File: src/rtl/multi_variable_clock_if.sv
// Bus bundle for multi_variable_clock: half-period write port, run enables and
// the divided-clock/tick/pending outputs.
// Optional macro PHASE_ALIGN_EN adds the align strobe to the bundle.
interface multi_variable_clock_if #(
  parameter int NUM_CH = 4,
  parameter int DIV_W  = 8,
  parameter int CH_W   = (NUM_CH > 1) ? $clog2(NUM_CH) : 1
);
  logic              wr_en;
  logic [CH_W-1:0]   wr_ch;
  logic [DIV_W-1:0]  wr_div;
  logic [NUM_CH-1:0] ch_en;
  logic [NUM_CH-1:0] var_clock;
  logic [NUM_CH-1:0] tick;
  logic [NUM_CH-1:0] pend;
`ifdef PHASE_ALIGN_EN
  logic              align;
`endif

  modport master (
    output wr_en, wr_ch, wr_div, ch_en,
`ifdef PHASE_ALIGN_EN
    output align,
`endif
    input  var_clock, tick, pend
  );

  modport slave (
    input  wr_en, wr_ch, wr_div, ch_en,
`ifdef PHASE_ALIGN_EN
    input  align,
`endif
    output var_clock, tick, pend
  );
endinterface

File: src/rtl/multi_variable_clock.sv
// N-channel programmable clock divider. Each channel emits a 50%-duty clock
// toggling every D+1 base cycles plus a one-cycle tick on its rising edge.
// A written half-period code waits in a pending register and is adopted only
// at the channel's next toggle boundary, so no runt pulses are produced.
// Optional macro PHASE_ALIGN_EN adds an align strobe that restarts every
// channel in phase.
module multi_variable_clock #(
  parameter int NUM_CH      = 4,
  parameter int DIV_W       = 8,
  parameter int DEFAULT_DIV = 2
) (
  input  logic                   base_clock,
  input  logic                   rst_n,
  multi_variable_clock_if.slave  bus
);
  localparam int CH_W = (NUM_CH > 1) ? $clog2(NUM_CH) : 1;
  localparam logic [DIV_W-1:0] DEF_CODE = DIV_W'(DEFAULT_DIV);

  logic [DIV_W-1:0]  r_cnt     [NUM_CH];
  logic [DIV_W-1:0]  r_active  [NUM_CH];
  logic [DIV_W-1:0]  r_pending [NUM_CH];
  logic [NUM_CH-1:0] r_var_clock;
  logic [NUM_CH-1:0] r_tick;
  logic [NUM_CH-1:0] r_pend;

  logic [DIV_W-1:0]  w_cnt_nxt     [NUM_CH];
  logic [DIV_W-1:0]  w_active_nxt  [NUM_CH];
  logic [DIV_W-1:0]  w_pending_nxt [NUM_CH];
  logic [NUM_CH-1:0] w_var_nxt;
  logic [NUM_CH-1:0] w_tick_nxt;
  logic [NUM_CH-1:0] w_pend_nxt;
  logic [NUM_CH-1:0] w_hit;
  logic              w_align;

`ifdef PHASE_ALIGN_EN
  assign w_align = bus.align;
`else
  assign w_align = 1'b0;
`endif

  // Per-channel next state: align restart, boundary toggle/reload, count, or write capture
  always_comb begin
    w_cnt_nxt     = r_cnt;
    w_active_nxt  = r_active;
    w_pending_nxt = r_pending;
    w_var_nxt     = r_var_clock;
    w_pend_nxt    = r_pend;
    w_tick_nxt    = '0;
    w_hit         = '0;
    for (int i = 0; i < NUM_CH; i++) begin
      // Channel indices at or above NUM_CH never match, so such writes fall away.
      w_hit[i] = bus.wr_en && (bus.wr_ch == CH_W'(i));
      if (w_align) begin
        w_cnt_nxt[i]    = '0;
        w_var_nxt[i]    = 1'b0;
        w_active_nxt[i] = r_pending[i];
        w_pend_nxt[i]   = w_hit[i];
        if (w_hit[i]) w_pending_nxt[i] = bus.wr_div;
      end else if (bus.ch_en[i] && (r_cnt[i] == r_active[i])) begin
        // A write landing on the boundary itself is adopted at once.
        w_cnt_nxt[i]     = '0;
        w_var_nxt[i]     = ~r_var_clock[i];
        w_tick_nxt[i]    = ~r_var_clock[i];
        w_active_nxt[i]  = w_hit[i] ? bus.wr_div : r_pending[i];
        w_pending_nxt[i] = w_hit[i] ? bus.wr_div : r_pending[i];
        w_pend_nxt[i]    = 1'b0;
      end else begin
        if (bus.ch_en[i]) w_cnt_nxt[i] = r_cnt[i] + DIV_W'(1);
        if (w_hit[i]) begin
          w_pending_nxt[i] = bus.wr_div;
          w_pend_nxt[i]    = 1'b1;
        end
      end
    end
  end

  // State registers with asynchronous reset to the default half-period
  always_ff @(posedge base_clock or negedge rst_n) begin
    if (!rst_n) begin
      for (int i = 0; i < NUM_CH; i++) begin
        r_cnt[i]     <= '0;
        r_active[i]  <= DEF_CODE;
        r_pending[i] <= DEF_CODE;
      end
      r_var_clock <= '0;
      r_tick      <= '0;
      r_pend      <= '0;
    end else begin
      r_cnt       <= w_cnt_nxt;
      r_active    <= w_active_nxt;
      r_pending   <= w_pending_nxt;
      r_var_clock <= w_var_nxt;
      r_tick      <= w_tick_nxt;
      r_pend      <= w_pend_nxt;
    end
  end

  assign bus.var_clock = r_var_clock;
  assign bus.tick      = r_tick;
  assign bus.pend      = r_pend;
endmodule

File: src/flat_wrapper.sv
// flat-port wrapper written by rule: the top's interface ports become plain ports
module multi_variable_clock_flat 
#(
  parameter int NUM_CH      = 4,
  parameter int DIV_W       = 8,
  parameter int DEFAULT_DIV = 2
)
  (base_clock, rst_n, bus_wr_en, bus_wr_ch, bus_wr_div, bus_ch_en, bus_var_clock, bus_tick, bus_pend);
  multi_variable_clock_if #(.NUM_CH(NUM_CH), .DIV_W(DIV_W)) bus_i ();
  input  logic base_clock;
  input  logic rst_n;
  input wire logic [$bits(bus_i.wr_en)-1:0] bus_wr_en;
  input wire logic [$bits(bus_i.wr_ch)-1:0] bus_wr_ch;
  input wire logic [$bits(bus_i.wr_div)-1:0] bus_wr_div;
  input wire logic [$bits(bus_i.ch_en)-1:0] bus_ch_en;
  output wire logic [$bits(bus_i.var_clock)-1:0] bus_var_clock;
  output wire logic [$bits(bus_i.tick)-1:0] bus_tick;
  output wire logic [$bits(bus_i.pend)-1:0] bus_pend;
  assign bus_i.wr_en = bus_wr_en;
  assign bus_i.wr_ch = bus_wr_ch;
  assign bus_i.wr_div = bus_wr_div;
  assign bus_i.ch_en = bus_ch_en;
  assign bus_var_clock = bus_i.var_clock;
  assign bus_tick = bus_i.tick;
  assign bus_pend = bus_i.pend;
  multi_variable_clock #(.NUM_CH(NUM_CH), .DIV_W(DIV_W), .DEFAULT_DIV(DEFAULT_DIV)) u_core (.base_clock(base_clock), .rst_n(rst_n), .bus(bus_i));
endmodule
File: config.mk
export PLATFORM = sky130hd
export DESIGN_NAME = multi_variable_clock_flat
export DESIGN_NICKNAME = d
export VERILOG_FILES = /design/src/rtl/multi_variable_clock_if.sv /design/src/rtl/multi_variable_clock.sv /design/src/flat_wrapper.sv
export SDC_FILE = /design/constraint.sdc
export NUM_CORES = 1
export LEC_CHECK = 0
export BUFFER_PORTS_ARGS = -buffer_cell sky130_fd_sc_hd__buf_2
export CORE_MARGIN = 2
export CORE_UTILIZATION = 45
export CTS_CLUSTER_DIAMETER = 60
export DETAILED_ROUTE_END_ITERATION = 8
export REMOVE_ABC_BUFFERS = 1
export SETUP_SLACK_MARGIN = 0.15
export SLEW_MARGIN = 30
export SYNTH_ARGS = -nofsm -noshare
export SYNTH_HDL_FRONTEND = slang
export SYNTH_SLANG_ARGS = --single-unit
File: constraint.sdc
create_clock -name base_clock -period 1.7 [get_ports base_clock]
set_input_delay 0.255 -clock base_clock [delete_from_list [all_inputs] [get_ports base_clock]]
set_output_delay 0.255 -clock base_clock [all_outputs]
set_load 0.01 [all_outputs]
==> results of run 1 <==
final timing paths:
kind,end,cells after the start
worst min-delay path,u_core.r_cnt[0],2
worst min register to register,u_core.bus.tick[0],1
min in group asynchronous,u_core.r_cnt[4],2
max in group asynchronous,u_core.r_active[17],3
worst max register to register,u_core.r_active[3],5
worst max-delay path,u_core.r_active[3],5
power by group through the flow:
stage | Clock, mW | Combinational, mW | Sequential (mW)
finish | 1.59 | 3.47 | 4.07
global route | 1.74 | 3.82 | 4.18
CTS | 1.64 | 3.07 | 4.05
detailed placement | 0 | 2.95 | 4.09
global placement | 0 | 2.89 | 4.08
floorplan | 0 | 1.88 | 4.09
logic make-up after synthesis:
group	count (synthesis)	synth area share (%)
AO/OA/AOI/OAI	13	1.68
XOR/XNOR	60	11.0
adder cells (fa/ha/maj)	4	1.05
buffers and inverters	17	2.00
flip-flops	108	57.0
multiplexers	64	15.5
AND/OR/NAND/NOR	96	11.7
cell usage after synthesis, types with 4 or more instances:
master   instances
xor2_1          22
nand4_1         15
nand2_1         16
mux2_2          58
nor2_1          32
o21ai_0          4
nand3_1          6
inv_1            9
ha_1             4
dfstp_2          8
dfrtp_1        100
nor3_4           4
xnor2_1         38
nor4_1           4
mux2_4           4
state kept, by name, indices dropped and copies added (netlist names):
signal,cells
u_core.r_active,32
u_core.r_cnt,32
u_core.r_pending,32
u_core.bus.pend,4
u_core.bus.tick,4
u_core.bus.var_clock,4
layout make-up:
cell class	count	share of cell area (%)
Clock buffer	10	2.35
Clock inverter	6	1.07
Multi-Input combinational cell	237	36.2
Inverter	9	0.577
Sequential cell	108	46.4
Timing Repair Buffer	76	10.5
Tap cell	136	2.91
routing by layer:
layer	global-route usage [%]	wire, um
met5	0	0
met4	4.73	100
met1	22.2	4230
met3	4.07	223
met2	24.5	4040
what timing repair did:
action / CTS / global route
hold endpoints to repair: 21 / 0
pin swaps: 7 / 8
setup endpoints to repair: 34 / 56
resized for setup: 4 / 49
buffers inserted: 9 / 6
hold buffers: 1 / 0
through the flow:
| stage | cells | util [%] | instance area, um2 |
|---|---|---|---|
| after detailed placement | 550 | 51.8 | 5320 |
| after CTS | 576 | 54.6 | 5610 |
| after global placement | 550 | 51.8 | 5320 |
| final | 582 | 56.9 | 5850 |
| after floorplan | 354 | - | 4700 |
| after global routing | 582 | 56.9 | 5850 |
==> impl_metrics.yaml, run 1 <==
critical_path:
  cp_data_arrival_time_ns: 1.93
  critical_path.max_fanout: 10
  critPathTopFamily: "flip-flops"
  worst-r2r-setup-slack_ns: 0.03
  crit_path_top_delay_cell: "dfstp_2"
  critical_path_class: "reg -> reg"
  cpPeakStageDelay_ns: 0.56
  worstPathBufferInverterCount: 1
  r2r_start: "u_core.r_active[1]"
  critical_path.cell_chain: "xnor2_2 > nand3_2 > nor3_4 > buf_12 > mux2_2"
  critical_path_required_ns: 1.96
  critical_path.startpoint: "u_core.r_active[1]"
  setup.worst_path.end_class: "flop"
  cp-start-kind: "flop"
min_path:
  hold_crit_class: "in -> reg"
  hold_path.startpoint: "bus_ch_en[3]"
route:
  detail_route.first_pass.iterations: 4
  postRouteWirelength_mm: 8.59
  routed_antenna_nets: 0
  wire_per_inst_um: 14.8
  routed_via_density: 5.00
  first_iteration_detailed_routing_drc_count: 81
  detail_route.drc_violations: 0
  route.vias.total: 2912
power_and_ir_drop:
  power_per_cell_area_nw_per_um2: 1560
  sw_frac_of_total_pct: 32.7
  power.leakage_nw: 2.63
  power.share.clock_pct: 17.4
  intPower_mw: 6.14
  p_seq_share_pct: 44.6
  power_mw: 9.12
  power.share.combinational_pct: 38.0
  power.ir.vdd_worst_mv: 0.674
  switchingPower_mw: 2.98
job:
  max_cap_viol_count: 0
sta:
  finalWorstPathRequiredPeriod_ns: 1.67
  tightestPinTransition_ns: 0.374
  timing_max_transition_violations_final: 0
  final.hold.worst_slack_ns: 0.159
  min_period_over_period_pct: 98.2
  post-route-worst-setup-slack_ns: 0.0304
  final.setup.tns_ns: 0
  timing.final.hold_violations: 0
  slew_hr_pct: 75.0
  setup_viol: 0
  rsz0062_at_grt: "true"
  max_freq_ghz: 0.599
  fin_skew_ns: 0.00744
yosys:
  post_synth.cell_area_avg_um2: 13.1
  synth_edf_count: 0
  area_share_of_the_largest_cell_type_after_synthesis_pct: 52.6
  synthesis.area_um2: 4760
  synth-main-ff-cell: "dfrtp_1"
  synth.area.top_cells: "dfrtp_1 (53%), mux2_2 (14%), xnor2_1 (7.0%), dfstp_2 (4.4%), xor2_1 (4.1%)"
  synth_cell_types: 35
  yosys_warnings: 0
  syn_inst: 362
  most_area_hungry_cell_type_in_the_yosys_netlist: "dfrtp_1"
  synth_seq_cells: 108
  synth-async-reset-ratio_pct: 100
  ys_seq_area_share_pct: 57.0
final_layout:
  mostFrequentLayoutCells: "dfrtp_1 (99), mux2_2 (45), buf_4 (34)"
  final_common_cell: "dfrtp_1"
  post_route_cells_drive_above_1_share_pct: 43.3
  flow.area_growth_from_synthesis_pct: 23.0
  final-seq-area_um2: 2710
  antenna_cells: 0
  fin_nets: 462
  filler_cell_count: 871
  multi_input_area_um2: 2120
clock_tree:
  clock_tree.htree_level_count: 3
  tritoncts: "built"
  numCtsBuffers: 9
  clk_pin_slew_ns: 0.10
  cts_root_buffer: "clkbuf_8"
  insertion_delay_ns: 0.37
  cts.path.max_buffers: 2
  cts.sink_count: 108
grt:
  track_usage_pct: 15.9
  number_of_antenna_violations_at_the_first_check_in_global_routing: 0
  grt_overflow_total: 0
  first_global_vias: 2939
  grt_start_max_net_pins: 44
  grt_first_pass_wirelength_mm: 14.1
placed_design:
  dp.final_hpwl_mm: 5.69
  gpl.final_weighted_congestion: 0.770
  place_ws_ns: -0.0200
  buffer_ports.inserted: 28
die:
  die_width_um: 107
  row_count: 37
  ioPinCount: 29
  die_area_um2: 11400
  initial_core_util_pct: 46.3
  chipHeight_um: 107
  fp.coreArea_um2: 10300
run_status:
  outcome: "finished clean"
Note: power is estimated with default switching activity, not from simulation.
==> inputs of run 2 (changes only) <==
CORE_ASPECT_RATIO = 1.5   (was not set)
CORE_MARGIN = not set   (was 2)
CORE_UTILIZATION = 50   (was 45)
PLACE_DENSITY = 0.7   (was not set)
==> impl_metrics.yaml, run 2 (synthesis gave the netlist of run 1 again) <==
route:
  detail_route.drc_violations: 0
  detail_route.first_pass.iterations: 4
  postRouteWirelength_mm: 9.23
  routed_antenna_nets: 0
  route.vias.total: 2976
  first_iteration_detailed_routing_drc_count: 144
  wire_per_inst_um: 16.4
  routed_via_density: 5.30
critical_path:
  critical_path_class: "reg -> reg"
  cp_data_arrival_time_ns: 1.89
  cp-start-kind: "flop"
  critical_path_required_ns: 1.93
  setup.worst_path.end_class: "flop"
  critical_path.max_fanout: 9
power_and_ir_drop:
  power_mw: 9.81
  power.share.clock_pct: 21.6
  intPower_mw: 6.69
  power.ir.vdd_worst_mv: 0.788
  sw_frac_of_total_pct: 31.8
  p_seq_share_pct: 42.5
  power.leakage_nw: 2.71
  power.share.combinational_pct: 35.9
  power_per_cell_area_nw_per_um2: 1630
  switchingPower_mw: 3.12
job:
  max_cap_viol_count: 0
sta:
  finalWorstPathRequiredPeriod_ns: 1.66
  rsz0062_at_grt: "true"
  timing.final.hold_violations: 0
  max_freq_ghz: 0.604
  final.hold.worst_slack_ns: 0.192
  setup_viol: 0
  slew_hr_pct: 71.3
  fin_skew_ns: 0.00504
  timing_max_transition_violations_final: 0
  min_period_over_period_pct: 97.4
  tightestPinTransition_ns: 0.430
grt:
  number_of_antenna_violations_at_the_first_check_in_global_routing: 1
  first_global_vias: 3230
  grt_overflow_total: 0
  grt_first_pass_wirelength_mm: 15.5
  track_usage_pct: 21.0
  grt_start_max_net_pins: 40
clock_tree:
  clk_pin_slew_ns: 0.07
  cts_root_buffer: "clkbuf_16"
  numCtsBuffers: 9
  clock_tree.htree_level_count: 3
  insertion_delay_ns: 0.34
  tritoncts: "built"
  cts.path.max_buffers: 2
  cts.sink_count: 108
die:
  die_area_um2: 9920
  ioPinCount: 29
  row_count: 43
  chipHeight_um: 121
  fp.coreArea_um2: 9250
  initial_core_util_pct: 51.4
  die_width_um: 81.6
final_layout:
  final-instance-count-excl-fill: 562
  post_route_cells_drive_above_1_share_pct: 45.2
  mostFrequentLayoutCells: "dfrtp_1 (98), mux2_2 (40), buf_4 (34)"
  largestRegisters: "u_core.r_active x32, u_core.r_cnt x32, u_core.r_pending x32"
  filler_cell_count: 678
  fin_nets: 465
  flow.area_growth_from_synthesis_pct: 26.7
  final_common_cell: "dfrtp_1"
min_path:
  hold_crit_class: "in -> reg"
placed_design:
  dp_cells: 527
  buffer_ports.inserted: 28
  dp.final_hpwl_mm: 6.10
  gpl.final_weighted_congestion: 0.853
run_status:
  outcome: "finished clean"
[run 2: changes by cell type in the layout (fill, tap and decap cells not counted), sizes merged]
| cell | change |
|---|---|
| diode | +1 |
| clkbuf | +2 |
| inv | -1 |
| clkinv | -2 |
| buf | +3 |
| clkinvlp | +1 |
[run 2: power by group through the flow]
stage / Sequential, mW / Combinational (mW) / Clock (mW)
6_report: 4.17 / 3.52 / 2.12
5_1_grt: 4.28 / 3.86 / 2.27
4_1_cts: 4.09 / 3.16 / 2.16
3_5_place_dp: 4.11 / 2.90 / 0
3_3_place_gp: 4.08 / 2.82 / 0
2_1_floorplan: 4.09 / 1.88 / 0
[run 2: path summary, 6_finish.rpt]
kind | startpoint | end | slack (ns) | cells after the start
hold reg to reg | u_core.bus.var_clock[1] | u_core.bus.tick[1] | 0.48 | 1
hold / removal | bus_ch_en[3] | u_core.r_cnt[0] | 0.19 | 2
setup / recovery | u_core.r_active[9] | u_core.r_active[13] | 0.04 | 5
min in group asynchronous | rst_n | u_core.r_cnt[13] | 0.39 | 2
setup reg to reg | u_core.r_active[9] | u_core.r_active[13] | 0.04 | 5
max in group asynchronous | rst_n | u_core.r_active[17] | 0.67 | 3
[run 2: routing by layer]
metal  track usage, %  wire length (um)  share of wire, %  up-vias
met5                0                 0                 0        -
met4             13.4               376               4.1        0
met3             2.26               167               1.8       17
met2             35.3              4790                52       39
met1             25.2              3890                42     1506
li1                 -                 -                 -     1414
[run 2: metrics by stage]
stage	worst slack, ns	TNS [ns]	instance area (um2)	util (%)
finish	0.0443	0	6030	65.1
global route	-0.0268	-0.168	6020	65.1
CTS	0.0611	0	5770	62.3
detailed placement	0.00781	0	5290	57.2
global placement	0.0432	0	5290	57.2
floorplan	-0.123	-2.50	4700	-
[run 2: area by class of cell]
cell class	count	area (um2)	area share [%]
clock inverter	4	47.5	0.789
sequential	108	2720	45.1
multi-input combinational	237	2190	36.3
tap	112	140	2.33
antenna	1	2.50	0.0415
timing repair buffer	79	643	10.7
inverter	9	33.8	0.561
clock buffer	12	256	4.26
[run 2: critical path, cell delays in order (launching register included)]
cell and delay, ns:
dfstp_2 0.54, xnor2_1 0.11, nand4_1 0.19, nor3_4 0.22
buf_12 0.15, mux2_2 0.33
[run 2: repair_timing]
action | CTS | global route
resized for setup | 17 | 56
gates cloned | 0 | 1
endpoints found under the hold margin | 25 | 0
hold buffers | 1 | 0
endpoints found under the setup margin | 36 | 65
buffers inserted | 13 | 3
pin swaps | 8 | 7
